**src/rtl/ddr_pattern_tester_pkg.sv**
```systemverilog
// Shared types and constants for the DDR pattern tester: FSM states,
// LFSR taps, pattern-mode selects and the default handshake timeout.
package ddr_pattern_tester_pkg;

    typedef enum logic [2:0] {
        ST_IDLE   = 3'd0,
        ST_W_REQ  = 3'd1,
        ST_W_WAIT = 3'd2,
        ST_R_REQ  = 3'd3,
        ST_R_WAIT = 3'd4,
        ST_CHECK  = 3'd5,
        ST_HALT   = 3'd6
    } state_t;

    // Galois form of x^16 + x^14 + x^13 + x^11 + 1, right-shifting
    localparam logic [15:0] LFSR_TAPS = 16'hB400;

    localparam int unsigned PAT_ADDR = 0;
    localparam int unsigned PAT_LFSR = 1;

    localparam int unsigned TIMEOUT_DEFAULT = 4096;

    function automatic logic [15:0] lfsr16_next(input logic [15:0] cur);
        return (cur >> 1) ^ (cur[0] ? LFSR_TAPS : 16'h0000);
    endfunction

endpackage

```
**src/rtl/ddr_pat_lfsr16.sv**
```systemverilog
// 16-bit Galois LFSR pattern source with synchronous seed load.
// Latency: new state one cycle after load/step.
// Backpressure: none; advances only when step is asserted.
module ddr_pat_lfsr16
    import ddr_pattern_tester_pkg::*;
(
    input  logic        clk,
    input  logic        rst,
    input  logic        load,
    input  logic [15:0] seed,
    input  logic        step,
    output logic [15:0] lfsr
);

    always_ff @(posedge clk) begin
        if (rst || load) begin
            lfsr <= seed;
        end else if (step) begin
            lfsr <= lfsr16_next(lfsr);
        end
    end

endmodule

```
**src/rtl/ddr_pattern_tester.sv**
```systemverilog
// Self-running write-all/read-all memory tester for the wrapper request bus.
// Latency: one request per wrapper handshake; results are registered.
// Backpressure: holds each request until ready drops, then waits for ready to return.
module ddr_pattern_tester
    import ddr_pattern_tester_pkg::*;
#(
    parameter int unsigned       ADDR_W     = 28,
    parameter logic [ADDR_W-1:0] ADDR_START = '0,
    parameter logic [ADDR_W-1:0] ADDR_END   = 28'hFFFFFFF,
    parameter int unsigned       PATTERN    = PAT_ADDR,
    parameter logic [15:0]       LFSR_SEED  = 16'hACE1,
    parameter int unsigned       TIMEOUT    = TIMEOUT_DEFAULT
) (
    input  logic              clk,
    input  logic              i_rst,
    input  logic              i_start,
    input  logic              i_stop,
    output logic [31:0]       o_Addr,
    output logic              o_CS,
    output logic              o_L,
    output logic              o_U,
    output logic              o_WE,
    output logic [15:0]       o_WR,
    input  logic [15:0]       i_RD,
    input  logic              i_ready,
    output logic              o_busy,
    output logic              o_phase,
    output logic [15:0]       o_pass_cnt,
    output logic [31:0]       o_err_cnt,
    output logic [ADDR_W-1:0] o_first_err_addr,
    output logic [15:0]       o_first_err_exp,
    output logic [15:0]       o_first_err_got,
    output logic              o_timeout
);

    localparam int unsigned      TMO_W    = $clog2(TIMEOUT) + 1;
    localparam logic [TMO_W-1:0] TMO_LAST = TMO_W'(TIMEOUT - 1);

    state_t            state;
    logic [ADDR_W-1:0] addr;
    logic              invert;
    logic              stop_pend;
    logic [15:0]       rd_q;
    logic [TMO_W-1:0]  tmo_cnt;
    logic [15:0]       lfsr_q;
    logic              lfsr_load;
    logic              lfsr_step;
    logic              at_end;
    logic              go;
    logic              in_req;
    logic              in_wait;
    logic              tmo_hit;
    logic [15:0]       pat;

    assign at_end  = (addr == ADDR_END);
    assign go      = i_start && i_ready && !o_timeout;
    assign in_req  = (state == ST_W_REQ) || (state == ST_R_REQ);
    assign in_wait = (state == ST_W_WAIT) || (state == ST_R_WAIT);
    assign tmo_hit = ((in_req && i_ready) || (in_wait && !i_ready)) && (tmo_cnt == TMO_LAST);
    assign pat     = ((PATTERN == PAT_LFSR) ? lfsr_q : 16'(addr)) ^ {16{invert}};

    // The LFSR is re-seeded at every phase start so reads replay the write sequence
    always_comb begin
        lfsr_load = 1'b0;
        lfsr_step = 1'b0;
        case (state)
            ST_IDLE:   lfsr_load = go;
            ST_W_WAIT: begin
                lfsr_load = i_ready && at_end;
                lfsr_step = i_ready && !at_end;
            end
            ST_CHECK:  begin
                lfsr_load = at_end;
                lfsr_step = !at_end;
            end
            default:   ;
        endcase
    end

    ddr_pat_lfsr16 u_lfsr (
        .clk  (clk),
        .rst  (i_rst),
        .load (lfsr_load),
        .seed (LFSR_SEED),
        .step (lfsr_step),
        .lfsr (lfsr_q)
    );

    always_ff @(posedge clk) begin
        if (i_rst) begin
            state            <= ST_IDLE;
            addr             <= ADDR_START;
            invert           <= 1'b0;
            stop_pend        <= 1'b0;
            rd_q             <= '0;
            tmo_cnt          <= '0;
            o_Addr           <= '0;
            o_CS             <= 1'b0;
            o_L              <= 1'b0;
            o_U              <= 1'b0;
            o_WE             <= 1'b0;
            o_WR             <= '0;
            o_busy           <= 1'b0;
            o_phase          <= 1'b0;
            o_pass_cnt       <= '0;
            o_err_cnt        <= '0;
            o_first_err_addr <= '0;
            o_first_err_exp  <= '0;
            o_first_err_got  <= '0;
            o_timeout        <= 1'b0;
        end else if (tmo_hit) begin
            state     <= ST_HALT;
            o_timeout <= 1'b1;
            o_busy    <= 1'b0;
            o_CS      <= 1'b0;
            o_L       <= 1'b0;
            o_U       <= 1'b0;
            o_WE      <= 1'b0;
            o_WR      <= '0;
            o_Addr    <= '0;
        end else begin
            if (i_stop && state != ST_IDLE) begin
                stop_pend <= 1'b1;
            end
            if (in_req || in_wait) begin
                tmo_cnt <= tmo_cnt + 1'b1;
            end

            case (state)
                ST_IDLE: begin
                    stop_pend <= 1'b0;
                    if (go) begin
                        addr    <= ADDR_START;
                        tmo_cnt <= '0;
                        o_busy  <= 1'b1;
                        o_phase <= 1'b0;
                        state   <= ST_W_REQ;
                    end
                end

                ST_W_REQ, ST_R_REQ: begin
                    o_CS   <= 1'b1;
                    o_L    <= 1'b1;
                    o_U    <= 1'b1;
                    o_WE   <= (state == ST_W_REQ);
                    o_Addr <= 32'(addr);
                    o_WR   <= (state == ST_W_REQ) ? pat : 16'h0000;
                    if (!i_ready) begin
                        tmo_cnt <= '0;
                        state   <= (state == ST_W_REQ) ? ST_W_WAIT : ST_R_WAIT;
                    end
                end

                ST_W_WAIT: begin
                    o_CS   <= 1'b0;
                    o_L    <= 1'b0;
                    o_U    <= 1'b0;
                    o_WE   <= 1'b0;
                    o_WR   <= '0;
                    o_Addr <= '0;
                    if (i_ready) begin
                        tmo_cnt <= '0;
                        if (at_end) begin
                            addr    <= ADDR_START;
                            o_phase <= 1'b1;
                            state   <= ST_R_REQ;
                        end else begin
                            addr  <= addr + 1'b1;
                            state <= ST_W_REQ;
                        end
                    end
                end

                ST_R_WAIT: begin
                    o_CS   <= 1'b0;
                    o_L    <= 1'b0;
                    o_U    <= 1'b0;
                    o_WE   <= 1'b0;
                    o_WR   <= '0;
                    o_Addr <= '0;
                    if (i_ready) begin
                        rd_q    <= i_RD;
                        tmo_cnt <= '0;
                        state   <= ST_CHECK;
                    end
                end

                ST_CHECK: begin
                    tmo_cnt <= '0;
                    if (rd_q != pat) begin
                        if (o_err_cnt != '1) begin
                            o_err_cnt <= o_err_cnt + 1'b1;
                        end
                        // Only the very first mismatch since reset is kept
                        if (o_err_cnt == '0) begin
                            o_first_err_addr <= addr;
                            o_first_err_exp  <= pat;
                            o_first_err_got  <= rd_q;
                        end
                    end
                    if (at_end) begin
                        addr       <= ADDR_START;
                        o_pass_cnt <= o_pass_cnt + 1'b1;
                        invert     <= ~invert;
                        o_phase    <= 1'b0;
                        if (i_start && !stop_pend && !i_stop) begin
                            state <= ST_W_REQ;
                        end else begin
                            stop_pend <= 1'b0;
                            o_busy    <= 1'b0;
                            state     <= ST_IDLE;
                        end
                    end else begin
                        addr  <= addr + 1'b1;
                        state <= ST_R_REQ;
                    end
                end

                ST_HALT: ;

                default: state <= ST_IDLE;
            endcase
        end
    end

endmodule

```
**config.mk**
```make
export PLATFORM = sky130hd
export DESIGN_NAME = ddr_pattern_tester
export DESIGN_NICKNAME = d
export VERILOG_FILES = /design/src/rtl/ddr_pattern_tester_pkg.sv /design/src/rtl/ddr_pat_lfsr16.sv /design/src/rtl/ddr_pattern_tester.sv
export SDC_FILE = /design/constraint.sdc
export NUM_CORES = 1
export LEC_CHECK = 0
export CORE_ASPECT_RATIO = 0.8
export CORE_MARGIN = 2
export CORE_UTILIZATION = 48
export DETAILED_ROUTE_END_ITERATION = 7
export PLACE_DENSITY = 0.77
export SETUP_SLACK_MARGIN = 0.2
export SYNTH_ARGS = -nofsm -noshare
export SYNTH_HDL_FRONTEND = slang
export SYNTH_SLANG_ARGS = --single-unit
```
**constraint.sdc**
```tcl
create_clock -name clk -period 1.9 [get_ports clk]
set_input_delay 0.19 -clock clk [delete_from_list [all_inputs] [get_ports clk]]
set_output_delay 0.19 -clock clk [all_outputs]
set_load 0.02 [all_outputs]
```
==> flow_summary_export.csv, run 1 <==
group,metric,value,unit
clock_tree,ctsHoldBuffers,0,
routing,drcViolationCount,0,
synth,yosysSeqAreaShare,0.4378,
routing,ant_nets,0,
clock_tree,cts_tree,"built",
pwr,p_leak,6.639,nW
synth,synth_top_flop_cell,"dfxtp_1",
clock_tree,clock_latency,0.53,ns
min_path,whs_path_depth,2,
setup_path,reg2reg_from,"addr[12]",
floorplanning,start_util,0.4865,
routing,wl_per_cell,20.58,um
routing,drtIter0Drc,942,
setup_path,worstPathMaxFanout,13,
timing,setup_viol,134,
routing,wl_met2,16.93,mm
floorplanning,num_rows,47,
place,io_buffers,179,
clock_tree,cts_num_sinks,219,
synth,synth_warnings,0,
setup_path,r2r-end,"o_first_err_exp[11]",
global_route,grt_pass1_wl,51.27,mm
synth,netlist.area_leader.share,0.4378,
clock_tree,clockBufferDepth,3,
synth,synth.distinct_cells,64,
synth,syn_area,10010,um^2
routing,drt-total-wl,36.12,mm
pwr,ir_drop,566.8,uV
clock_tree,cts-root-buf,"clkbuf_16",
setup_path,critPathKind,"flop to flop",
routing,maxUsedRoutingLayer,"met4",
synth,synth_edf_count,0,
pwr,power_density,648.4,nW/um^2
setup_path,ff2ff_setup_slack,-0.51,ns
min_path,worstHoldStart,"i_rst",
timing,fin_ws,-0.5070,ns
timing,max_freq,415.5,MHz
final_layout,final_area,15570,um^2
synth,syn_inst,1124,
timing,worstMarginPinSlew,0.6338,ns
clock_tree,clkTransAtPathRegs,0.07,ns
final_layout,final_util,0.7564,
timing,max_slew_margin,0.5775,
timing,fin_crit_sh,1.267,
synth,post-synth-top-area-cell,"dfxtp_1",
floorplanning,die_h,133.2,um
timing,rsz0062_at_grt,"true",
final_layout,n_fill_cell,1238,
synth,syn_area_per_cell,8.909,um^2
floorplanning,die_w,165.5,um
setup_path,critPathCaptureType,"flop",
floorplanning,io_pins,184,
synth,synthArstFlopShare,0,
timing,hold_viol_final,0,
clock_tree,htree_levels,1,
min_path,hold_path_class,"primary input to flop",
synth,synth_seq_cells,219,
floorplanning,dieArea,22040,um^2
timing,finalWorstPathRequiredPeriod,2.407,ns
synth,synth.area.top_cells,"dfxtp_1 44%, nor2_1 6.9%, mux2i_1 5.9%, xor2_1 4.0%, a22oi_1 3.3%",
timing,hold_ws,0.1619,ns
routing,num_vias,10283,
global_route,gr-total-overflow,0,
setup_path,setup.worst_path.start_class,"flop",
place,dp_hpwl,20.79,mm
run_status,failed_checks,"negative setup slack",
setup_path,r2r_cells,9,
final_layout,drive_gt1_frac,0.3217,
run_status,status,"complete, but fails checks",
global_route,grt_usage,0.2888,
final_layout,insertedDiodeCount,0,
final_layout,area_growth,55.48,%
final_layout,finalNetCount,1497,
global_route,first_global_vias,9706,
routing,wl_met3,3.038,mm
setup_path,worstPathArrival,2.81,ns
place,dpl-instance-area,13290,um^2
setup_path,required,2.31,ns
routing,via_per_inst,5.859,
timing,setup_tns,-44.40,ns
clock_tree,cts_buffers,23,
pwr,p_total,10.10,mW
routing,dr.pass1.iters,6,
place,gp_congestion,0.8767,
global_route,antenna_found_initial,0,
job,cap_violations,0,
min_path,hold_path_end,"o_timeout",
timing,maxSlewViolCount,0,
routing,wl_met1,14.89,mm
timing,skew,0.02799,ns
floorplanning,coreArea,20580,um^2
global_route,grt_max_degree,53,
## worst max path at each step
stage,start,end,cells past startpoint
after global placement,rd_q[14],o_err_cnt[30],8
after floorplan,addr[1],o_err_cnt[22],9
final,addr[12],o_first_err_exp[11],9
after CTS,addr[8],o_first_err_addr[15],9
after detailed placement,rd_q[8],o_first_err_addr[10],9
after global routing,addr[12],o_first_err_exp[11],9
## final cells by class
type                       count  area, um^2  area share
clock buffer                  30       643.1     0.04131
clock inverter                10       117.6    0.007554
inverter                      15       56.30    0.003616
multi-input combinational    803        5956      0.3825
sequential                   219        4468      0.2870
tap                          269       336.6     0.02162
timing repair buffer         409        3991      0.2564
## power breakdown
part	internal (mW)	leakage [nW]	switching, mW
registers	4.60	1.79	0.0138
logic	0.399	4.48	0.469
clock network	2.67	0.360	1.95
total	7.66	6.64	2.43
## per-layer routing
metal	GRT usage	up-vias
li1	-	4631
met1	0.4016	4950
met2	0.4668	583
met3	0.04047	119
met4	0.08669	0
met5	0	-
## worst max-delay path, cell delays in order, from the launching register on
cell	delay [ns]
dfxtp_2	0.36
xor2_2	0.20
nor4_2	0.34
a2bb2oi_1	0.12
buf_4	0.17
o41ai_4	0.34
buf_6	0.24
buf_12	0.18
mux2i_1	0.28
nor2_1	0.07
## synthesized netlist by cell type, types with 3 or more instances
cell,number
a2bb2oi_1,4
buf_2,26
or3_1,15
o21ba_2,5
and4_1,4
and3_1,10
a21oi_1,51
or2_2,3
o21ai_0,23
dfxtp_1,219
o21bai_1,3
nor4_2,11
ha_1,5
nand2_1,86
nor2b_1,11
nor3_1,28
o31ai_1,8
a21o_1,3
mux2_4,8
nand3_1,40
a31oi_1,3
nor4b_1,4
buf_4,16
clkbuf_1,36
a211oi_1,3
a22oi_1,44
nor2_1,183
nor4_1,21
nand4_1,29
buf_6,8
nand4_2,3
nand2b_1,3
and2_1,3
xor2_1,46
mux2i_1,59
nor3_2,4
xnor2_1,32
o31a_1,7
or4_1,9
inv_1,15
## cells by family after synthesis
kind of cell	after synthesis	synth area share
multiplexers	67	0.07097
buffers and inverters	106	0.05885
XOR/XNOR	79	0.06985
adder cells (fa/ha/maj)	5	0.006248
AO/OA/AOI/OAI	165	0.1117
other	1	0.0003745
AND/OR/NAND/NOR	482	0.2442
flip-flops	219	0.4378
## layout by cell type, fill, tap and decap left out, drive strengths merged, types with 4 or more instances in the layout
master	n
a21oi	52
clkdlybuf4s50	120
nor4	33
nand4	32
o21ba	6
nor3	32
nand3	40
nor4b	4
mux2i	59
mux2	8
o31ai	8
and2	4
dlygate4sd2	58
clkinvlp	4
inv	16
o21ai	23
and3	10
buf	226
ha	5
xor2	47
nor2	185
o31a	7
dfxtp	219
nand2	87
and4	6
a22oi	44
or3	15
or2	4
conb	4
a2bb2oi	4
or4	9
nor2b	11
clkbuf	34
xnor2	32
a211oi	4
## per-stage QoR
| stage | setup WS [ns] | instances |
|---|---|---|
| final | -0.5070 | 1755 |
| after global routing | -0.5973 | 1755 |
| after CTS | -0.3548 | 1739 |
| after detailed placement | -0.3761 | 1663 |
| after global placement | -0.2783 | 1663 |
| after floorplan | -0.1489 | 1127 |
## what timing repair did
item	in CTS	in global routing
setup buffers	27	10
gates cloned	9	6
setup endpoints to repair	275	247
gates resized for setup	196	95
pin swaps	50	45
## registers in the layout, summed over array words and instances (netlist names), 3 cells and up
| name | cells |
|---|---|
| addr | 28 |
| o_Addr | 28 |
| o_WR | 16 |
| o_err_cnt | 32 |
| o_first_err_addr | 28 |
| o_first_err_exp | 16 |
| o_first_err_got | 16 |
| o_pass_cnt | 16 |
| rd_q | 16 |
| state | 3 |
| tmo_cnt | 13 |
(Power assumes the default switching activity.)
==> run 2: changes to the inputs <==
--- a/config.mk
+++ b/config.mk
@@ -6,7 +6,7 @@
 export NUM_CORES = 1
 export LEC_CHECK = 0
 export CORE_ASPECT_RATIO = 0.8
-export CORE_MARGIN = 2
+export CORE_MARGIN = 4
 export CORE_UTILIZATION = 48
 export DETAILED_ROUTE_END_ITERATION = 7
 export PLACE_DENSITY = 0.77
==> flow_summary_export.csv, run 2 (synthesis results as in run 1) <==
group,metric,value,unit
routing,via_per_inst,6.171,
timing,worstMarginPinSlew,0.7958,ns
floorplanning,num_rows,46,
min_path,hold_path_class,"primary input to flop",
final_layout,most-common-layout-cells,"189 x buf_4, 174 x dfxtp_1, 163 x clkdlybuf4s50_1, 158 x nor2_1, 84 x nand2_1",
pwr,power_density,644.1,nW/um^2
job,cap_violations,0,
setup_path,worstPathArrival,2.79,ns
run_status,failed_checks,"negative setup slack",
timing,setup_viol,176,
place,dp_hpwl,21.58,mm
clock_tree,cts_tree,"built",
clock_tree,clockBufferDepth,3,
global_route,grt_max_degree,48,
final_layout,layout_commonest_cell,"buf_4",
place,io_buffers,179,
timing,maxSlewViolCount,0,
final_layout,largest_reg_flops,32,
final_layout,finalNetCount,1521,
global_route,grt_usage,0.2962,
timing,fin_ws,-0.4912,ns
setup_path,setup.worst_path.start_class,"flop",
place,dp_slack,-0.4057,ns
setup_path,worstPathMaxFanout,5,
timing,skew,0.02314,ns
setup_path,required,2.30,ns
routing,num_vias,10954,
pwr,ir_drop,620.8,uV
floorplanning,die_w,169.5,um
routing,drtIter0Drc,1279,
setup_path,critPathKind,"flop to flop",
global_route,grt_pass1_wl,55.67,mm
final_layout,final_util,0.7812,
floorplanning,dieArea,23250,um^2
place,dp_cells,1668,
timing,finalWorstPathRequiredPeriod,2.391,ns
final_layout,drive_gt1_frac,0.3289,
place,gp_congestion,0.8831,
clock_tree,cts_buffers,22,
clock_tree,ctsHoldBuffers,0,
clock_tree,cts_num_sinks,219,
global_route,first_global_vias,10222,
routing,ant_nets,0,
floorplanning,start_util,0.4971,
final_layout,insertedDiodeCount,0,
routing,dr.pass1.iters,6,
pwr,p_leak,6.643,nW
global_route,antenna_found_initial,1,
final_layout,largest_register,"o_err_cnt",
floorplanning,coreArea,20140,um^2
timing,hold_viol_final,0,
global_route,gr-total-overflow,0,
clock_tree,clkTransAtPathRegs,0.07,ns
timing,fin_crit_sh,1.259,
timing,max_freq,418.2,MHz
routing,wl_per_cell,22.80,um
clock_tree,clock_latency,0.53,ns
setup_path,critPathCaptureType,"flop",
final_layout,area_growth,57.15,%
timing,rsz0062_at_grt,"true",
floorplanning,die_h,137.2,um
clock_tree,cts-root-buf,"clkbuf_16",
timing,max_slew_margin,0.4683,
floorplanning,io_pins,184,
routing,drt-total-wl,40.47,mm
clock_tree,htree_levels,1,
final_layout,final_cells,1775,
routing,drcViolationCount,0,
run_status,status,"complete, but fails checks",
-- run 2: area by class of cell --
cell class | instances | area (um^2)
Inverter | 15 | 56.30
Sequential cell | 219 | 4461
Clock inverter | 10 | 138.9
Clock buffer | 30 | 650.6
Tap cell | 264 | 330.3
Multi-Input combinational cell | 802 | 5866
Fill cell | 1120 | 4408
Timing Repair Buffer | 435 | 4234
-- run 2: layer usage --
metal	up-vias	track usage	wire length, um
met5	-	0	12
met4	2	0.1153	2380
met3	244	0.06770	4050
met2	818	0.4794	18560
met1	5212	0.3877	15460
li1	4678	-	-
-- run 2: timing repair --
action                     in CTS  in global routing
gates cloned                    6                  4
setup endpoints to repair     272                304
gates resized for setup       149                108
pin swaps                      42                 46
buffers inserted               36                 21
-- run 2: stage by stage --
step           hold slack, ns  TNS [ns]  power [mW]  area [um^2]
2_1_floorplan          0.3260    -8.622       5.056        10290
3_3_place_gp           0.4432    -33.75       5.245        13320
3_5_place_dp           0.4531    -42.42       5.254        13320
4_1_cts                0.1330    -21.27       10.02        15020
5_1_grt                0.1888    -55.62       10.32        15740
6_report               0.1844    -46.46       10.14        15740
-- run 2: worst max-delay path, stage by stage (launching register included) --
cell and delay [ns]:
dfxtp_2 0.34, xor2_2 0.19, nor4_2 0.32, a2bb2oi_2 0.12, buf_4 0.15, o41ai_4 0.27
buf_4 0.20, buf_6 0.14, buf_6 0.14, mux2i_2 0.27, nor2_1 0.12
-- run 2: final timing paths --
check	from	to	slack, ns	cells after the start
min	i_rst	o_err_cnt[11]	0.18	2
min reg2reg	tmo_cnt[10]	tmo_cnt[10]	0.48	1
max	rd_q[1]	o_first_err_exp[11]	-0.49	10
max reg2reg	rd_q[1]	o_first_err_exp[11]	-0.49	10
-- run 2: power by group --
part           total, mW  switching [mW]  internal [mW]  leakage [nW]
Combinational      0.752           0.430          0.322          4.46
Sequential          4.61          0.0155           4.59          1.79
Clock               4.78            1.96           2.82         0.392
Total               10.1            2.41           7.73          6.64
==> run 3: changes to the inputs <==
--- a/config.mk
+++ b/config.mk
@@ -7,7 +7,7 @@
 export LEC_CHECK = 0
 export CORE_ASPECT_RATIO = 0.8
 export CORE_MARGIN = 4
-export CORE_UTILIZATION = 48
+export CORE_UTILIZATION = 50
 export DETAILED_ROUTE_END_ITERATION = 7
 export PLACE_DENSITY = 0.77
 export SETUP_SLACK_MARGIN = 0.2
==> constraint.sdc (replaced) <==
create_clock -name clk -period 2.84 [get_ports clk]
set_input_delay 0.284 -clock clk [delete_from_list [all_inputs] [get_ports clk]]
set_output_delay 0.284 -clock clk [all_outputs]
set_load 0.02 [all_outputs]
==> flow_summary_export.csv, run 3 (synthesis results as in run 1) <==
group,metric,value,unit
pwr,clkPwrFrac,0.464,
floorplanning,num_rows,46,
pwr,p_leak,4.964,nW
setup_path,worstPathMaxFanout,61,
floorplanning,dieArea,22370,um^2
place,dp_slack,0.3796,ns
run_status,status,"complete, no violations",
routing,drcViolationCount,0,
routing,drtIter0Drc,767,
setup_path,crit_chain,"nand3b_4 -> nor3_1 -> o41ai_4 -> buf_12 -> mux2i_1 -> nor2_1",
pwr,ir_drop,330.9,uV
clock_tree,clkTransAtPathRegs,0.06,ns
pwr,pwr-share-seq,0.487,
setup_path,critPathCaptureType,"flop",
min_path,hold_path_class,"primary input to flop",
place,dp_hpwl,19.14,mm
floorplanning,start_util,0.5072,
final_layout,insertedDiodeCount,0,
global_route,first_global_vias,8210,
floorplanning,io_pins,184,
setup_path,worstPathArrival,2.86,ns
final_layout,largest_reg_flops,32,
timing,maxSlewViolCount,0,
final_layout,most-common-layout-cells,"219 x dfxtp_1, 183 x nor2_1, 178 x clkdlybuf4s50_1, 86 x nand2_1, 59 x mux2i_1",
pwr,p_total,6.351,mW
timing,worstMarginPinSlew,0.7139,ns
routing,num_vias,8876,
final_layout,layout_commonest_cell,"dfxtp_1",
clock_tree,clockBufferDepth,3,
final_layout,finalNetCount,1307,
setup_path,required,3.20,ns
clock_tree,cts-root-buf,"clkbuf_16",
final_layout,drive_gt1_frac,0.09799,
global_route,grt_max_degree,62,
floorplanning,die_w,166.2,um
routing,dr.pass1.iters,6,
final_layout,area_growth,27.12,%
timing,max_freq,400.8,MHz
clock_tree,cts_buffers,23,
timing,setup_viol,0,
timing,hold_viol_final,0,
pwr,power_density,499.0,nW/um^2
pwr,netSwitchingFraction,0.2301,
place,gp_congestion,0.8926,
global_route,grt_usage,0.2351,
setup_path,cp_slowest_cell,"dfxtp_1",
floorplanning,coreArea,19740,um^2
clock_tree,ctsResizeCount,0,
global_route,grt_pass1_wl,44.07,mm
routing,drt-total-wl,27.61,mm
routing,wl_per_cell,17.70,um
pwr,p_sw,1.461,mW
timing,fin_crit_sh,0.8784,
job,cap_violations,0,
timing,finalWorstPathRequiredPeriod,2.495,ns
final_layout,largest_register,"o_err_cnt",
clock_tree,clock_latency,0.50,ns
global_route,antenna_found_initial,0,
global_route,gr-total-overflow,0,
clock_tree,htree_levels,1,
timing,skew,0.01084,ns
setup_path,worst_path_largest_cell_delay,0.67,ns
setup_path,setup.worst_path.start_class,"flop",
clock_tree,ctsHoldBuffers,0,
timing,setup_tns,0,ns
place,io_buffers,179,
clock_tree,cts_tree,"built",
routing,ant_nets,0,
floorplanning,die_h,134.6,um
pwr,intPower,4.890,mW
timing,fin_ws,0.3453,ns
timing,max_slew_margin,0.5226,
clock_tree,post-cts-setup-buffers,0,
setup_path,critPathKind,"flop to flop",
routing,via_per_inst,5.690,
pwr,comb_power_share,0.049,
final_layout,n_fill_cell,1631,
clock_tree,cts_num_sinks,219,
timing,rsz0062_at_grt,"false",
## run 3: cell types whose count changed in the layout (fill, tap and decap cells not counted), moves of 13 or more
cell / change
nor3_1: +15
buf_6: -41
dlygate4sd2_1: -13
buf_4: -151
nor2_1: +25
clkdlybuf4s50_1: +15
nor2_4: -16
dfxtp_1: +45
dfxtp_2: -37
## run 3: final timing paths
check,cells past startpoint,startpoint,slack [ns],endpoint
hold reg to reg,1,tmo_cnt[10],0.47,tmo_cnt[10]
setup / recovery,6,state[2],0.35,o_first_err_addr[0]
hold / removal,2,i_rst,0.26,o_phase
setup reg to reg,6,state[2],0.35,o_first_err_addr[0]
## run 3: critical path: cells and delay by family (launching register included)
kind	cells	cell delay [ns]
AND/OR/NAND/NOR	3	0.94
AO/OA/AOI/OAI	1	0.19
buffers and inverters	1	0.27
multiplexers	1	0.23
flip-flops	1	0.67
## run 3: layout make-up
| class | instances | area [um^2] | share of cell area |
|---|---|---|---|
| Clock buffer | 30 | 651.9 | 0.05121 |
| Clock inverter | 10 | 85.08 | 0.006684 |
| Inverter | 15 | 56.30 | 0.004423 |
| Multi-Input combinational cell | 802 | 5074 | 0.3986 |
| Sequential cell | 219 | 4384 | 0.3444 |
| Tap cell | 264 | 330.3 | 0.02595 |
| Timing Repair Buffer | 220 | 2147 | 0.1687 |
## run 3: through the flow
step,utilization,instance area (um^2),hold WS [ns],std cells
3_5_place_dp,0.6074,11990,0.4622,1520
3_3_place_gp,0.6074,11990,0.4425,1520
2_1_floorplan,-,10020,0.4200,1127
6_report,0.6448,12730,0.2606,1560
4_1_cts,0.6448,12730,0.2559,1560
5_1_grt,0.6448,12730,0.2867,1560
## run 3: per-layer routing
| layer | global-route usage | share of wire | wire (um) | up-vias |
|---|---|---|---|---|
| li1 | - | - | - | 4242 |
| met1 | 0.3580 | 0.48 | 13380 | 4287 |
| met2 | 0.3540 | 0.44 | 12060 | 302 |
| met3 | 0.03395 | 0.058 | 1598 | 45 |
| met4 | 0.05498 | 0.021 | 570 | 0 |
| met5 | 0 | 0 | 0 | - |
## run 3: power by group through the flow
stage	logic, mW	registers [mW]	clock network [mW]
after floorplan	0.213	3.16	0
after global placement	0.302	3.16	0
after detailed placement	0.304	3.16	0
after CTS	0.306	3.09	2.98
after global routing	0.334	3.09	3.12
final	0.310	3.09	2.95
==> RTL change (settings of run 2) <==
Change the parameter `ADDR_W` from 28 to 42.
--- a/src/rtl/ddr_pattern_tester.sv
+++ b/src/rtl/ddr_pattern_tester.sv
@@ -4,7 +4,7 @@
 module ddr_pattern_tester
     import ddr_pattern_tester_pkg::*;
 #(
-    parameter int unsigned       ADDR_W     = 28,
+    parameter int unsigned       ADDR_W     = 42,
     parameter logic [ADDR_W-1:0] ADDR_START = '0,
     parameter logic [ADDR_W-1:0] ADDR_END   = 28'hFFFFFFF,
     parameter int unsigned       PATTERN    = PAT_ADDR,
Ports: changed (resized o_first_err_addr); port bits go from 184 to 198. The function was not compared with the original's and may differ.
==> RTL change against run 2 <==
Critical path depth did not move. Sequential cell count is 32 higher. Largest power group is now registers. Largest cell class unchanged. First-iteration DRC count fell by 22%. Critical endpoint is now o_first_err_got[14]. Die area up 6.4%. Worst setup slack gained 0.077 ns. The run still ends with setup timing left. Critical path type unchanged. Highest routed layer is now met4. Design area increased by 3.6%. Area after synthesis grew 6.8%. Wire length decreased by 8.6%. Total power up 9.5%. Count of clock-buffer cells in the layout is 4 higher.
==> RTL change: results (changes against run 2) <==
FILL cells=1465 (was 1120); Seq/Total Area, Yosys=47.00% (was 43.78%); ranking of synthesized cells by area=dfxtp_1, nand2_1, nor2_1 (was dfxtp_1, nor2_1, mux2i_1); PnR worst setup slack=-0.4146 ns (was -0.4912 ns); DP HPWL=23430 um (was 21580 um); CP Data Arrival Time=2.69 ns (was 2.79 ns); FFs w/ async S/R, synth=0% (unchanged); Crit path max-delay family=simple AND/OR/NAND/NOR gates (was buffers and inverters); Detailed Route Iter0 Violations=997 (was 1279); placed cell areas=14340 sq um (was 13320 sq um); final clock skew=0.01599 ns (was 0.02314 ns); cts bufs inserted=25 (was 22); vias after detailed routing=11065 (was 10954); first-pass GRT wire length=53970 um (was 55670 um); largest net degree at the start of global routing=72 (was 48); Max VDD drop=632.5 uV (was 620.8 uV); nets@finish=1667 (was 1521); H-tree depth=1 (unchanged); clk_lat worst skew=0.53 ns (about the same); Slew @ Worst Pin=0.7319 ns (was 0.7958 ns); vias in the first global route=10154 (was 10222); critical path peak fanout=15 (was 5); violated checks=setup timing (unchanged); outcome=finished with violations (unchanged); wire length per cell=18.89 um (was 22.80 um); layout cells sized above 1=26.22% (was 32.89%); Clock Pin Slew Worst Setup and Hold Paths=0.07 ns (about the same); Pre-Repair DR Iteration Count=5 (was 6); initial antenna violation count=0 (was 1); largest registers=addr (42), o_first_err_addr (42); endpoints failing hold=0 (unchanged); GP Congestion=0.9829 (was 0.8831); Final setup viols=167 (was 176); I/O Buffers=197 (was 179); Leak Pwr=0.006277 uW (was 0.006643 uW); Crit path largest cell delay=0.39 ns (was 0.34 ns); GR Util All Layers=26.36% (was 29.62%); most instantiated cells after synthesis=dfxtp_1, nand2_1, nor2_1 (was dfxtp_1, nor2_1, nand2_1); Sw Ratio=22.51% (was 23.73%); post-synth cell types=59 (was 64); Slowest-stage cell, CP=dfxtp_1 (was dfxtp_2)
## RTL change: worst paths after layout
path                                           start                    to  slack, ns  depth (start not counted)
worst max-delay path                         rd_q[7]   o_first_err_got[14]      -0.41                         10
worst max register to register               rd_q[7]   o_first_err_got[14]      -0.41                         10
worst min-delay path                           i_rst         o_err_cnt[11]       0.04                          2
worst min register to register  o_first_err_addr[37]  o_first_err_addr[37]       0.45                          2
## RTL change: cells by family (layout without fill, tap and decap cells)
| group | Yosys count | in the layout | share of synthesized area, % |
|---|---|---|---|
| AND/OR/NAND/NOR | 606 | 608 | 26.61 |
| XOR/XNOR | 111 | 111 | 9.093 |
| multiplexers | 5 | 5 | 0.5266 |
| buffers and inverters | 114 | 479 | 4.903 |
| AO/OA/AOI/OAI | 200 | 200 | 11.28 |
| flip-flops | 251 | 251 | 47.00 |
| adder cells (fa/ha/maj) | 5 | 5 | 0.5851 |
## RTL change: stage by stage
stage	cells	worst slack [ns]	TNS (ns)	power (uW)
after floorplan	1292	-0.08720	-0.4320	5684
final	1959	-0.4146	-48.46	11100
after global placement	1881	-0.3003	-32.07	5866
after global routing	1959	-0.5040	-62.42	11390
after CTS	1943	-0.1904	-17.08	11060
after detailed placement	1881	-0.3312	-42.19	5874
## RTL change: metal layers
layer	track usage, %	wire length (um)	vias to the layer above
met5	0	0	-
met4	5.868	910	0
met3	5.647	3707	85
met2	41.02	16530	578
met1	37.95	15850	5321
li1	-	-	5081
## RTL change: layout make-up
class / instances / area, sq um / area share (%)
inverter: 23 / 86.33 / 0.5295
multi-input combinational: 929 / 5837 / 35.80
clock inverter: 11 / 133.9 / 0.8211
timing repair buffer: 411 / 4020 / 24.66
tap: 300 / 375.4 / 2.302
clock buffer: 34 / 739.5 / 4.535
sequential: 251 / 5112 / 31.36
## RTL change: what timing repair did
item	in CTS	in global routing
cloned	5	10
endpoints found under the hold margin	0	0
resized for setup	58	98
setup endpoints to repair	328	385
hold buffers	0	0
pin swaps	21	28
buffers inserted	12	6
## RTL change: power groups by stage
stage               Combinational, uW  Sequential [uW]  Clock (uW)
finish                            560             5270        5270
global route                      583             5270        5540
CTS                               484             5270        5300
detailed placement                477             5400           0
global placement                  470             5400           0
floorplan                         283             5400           0
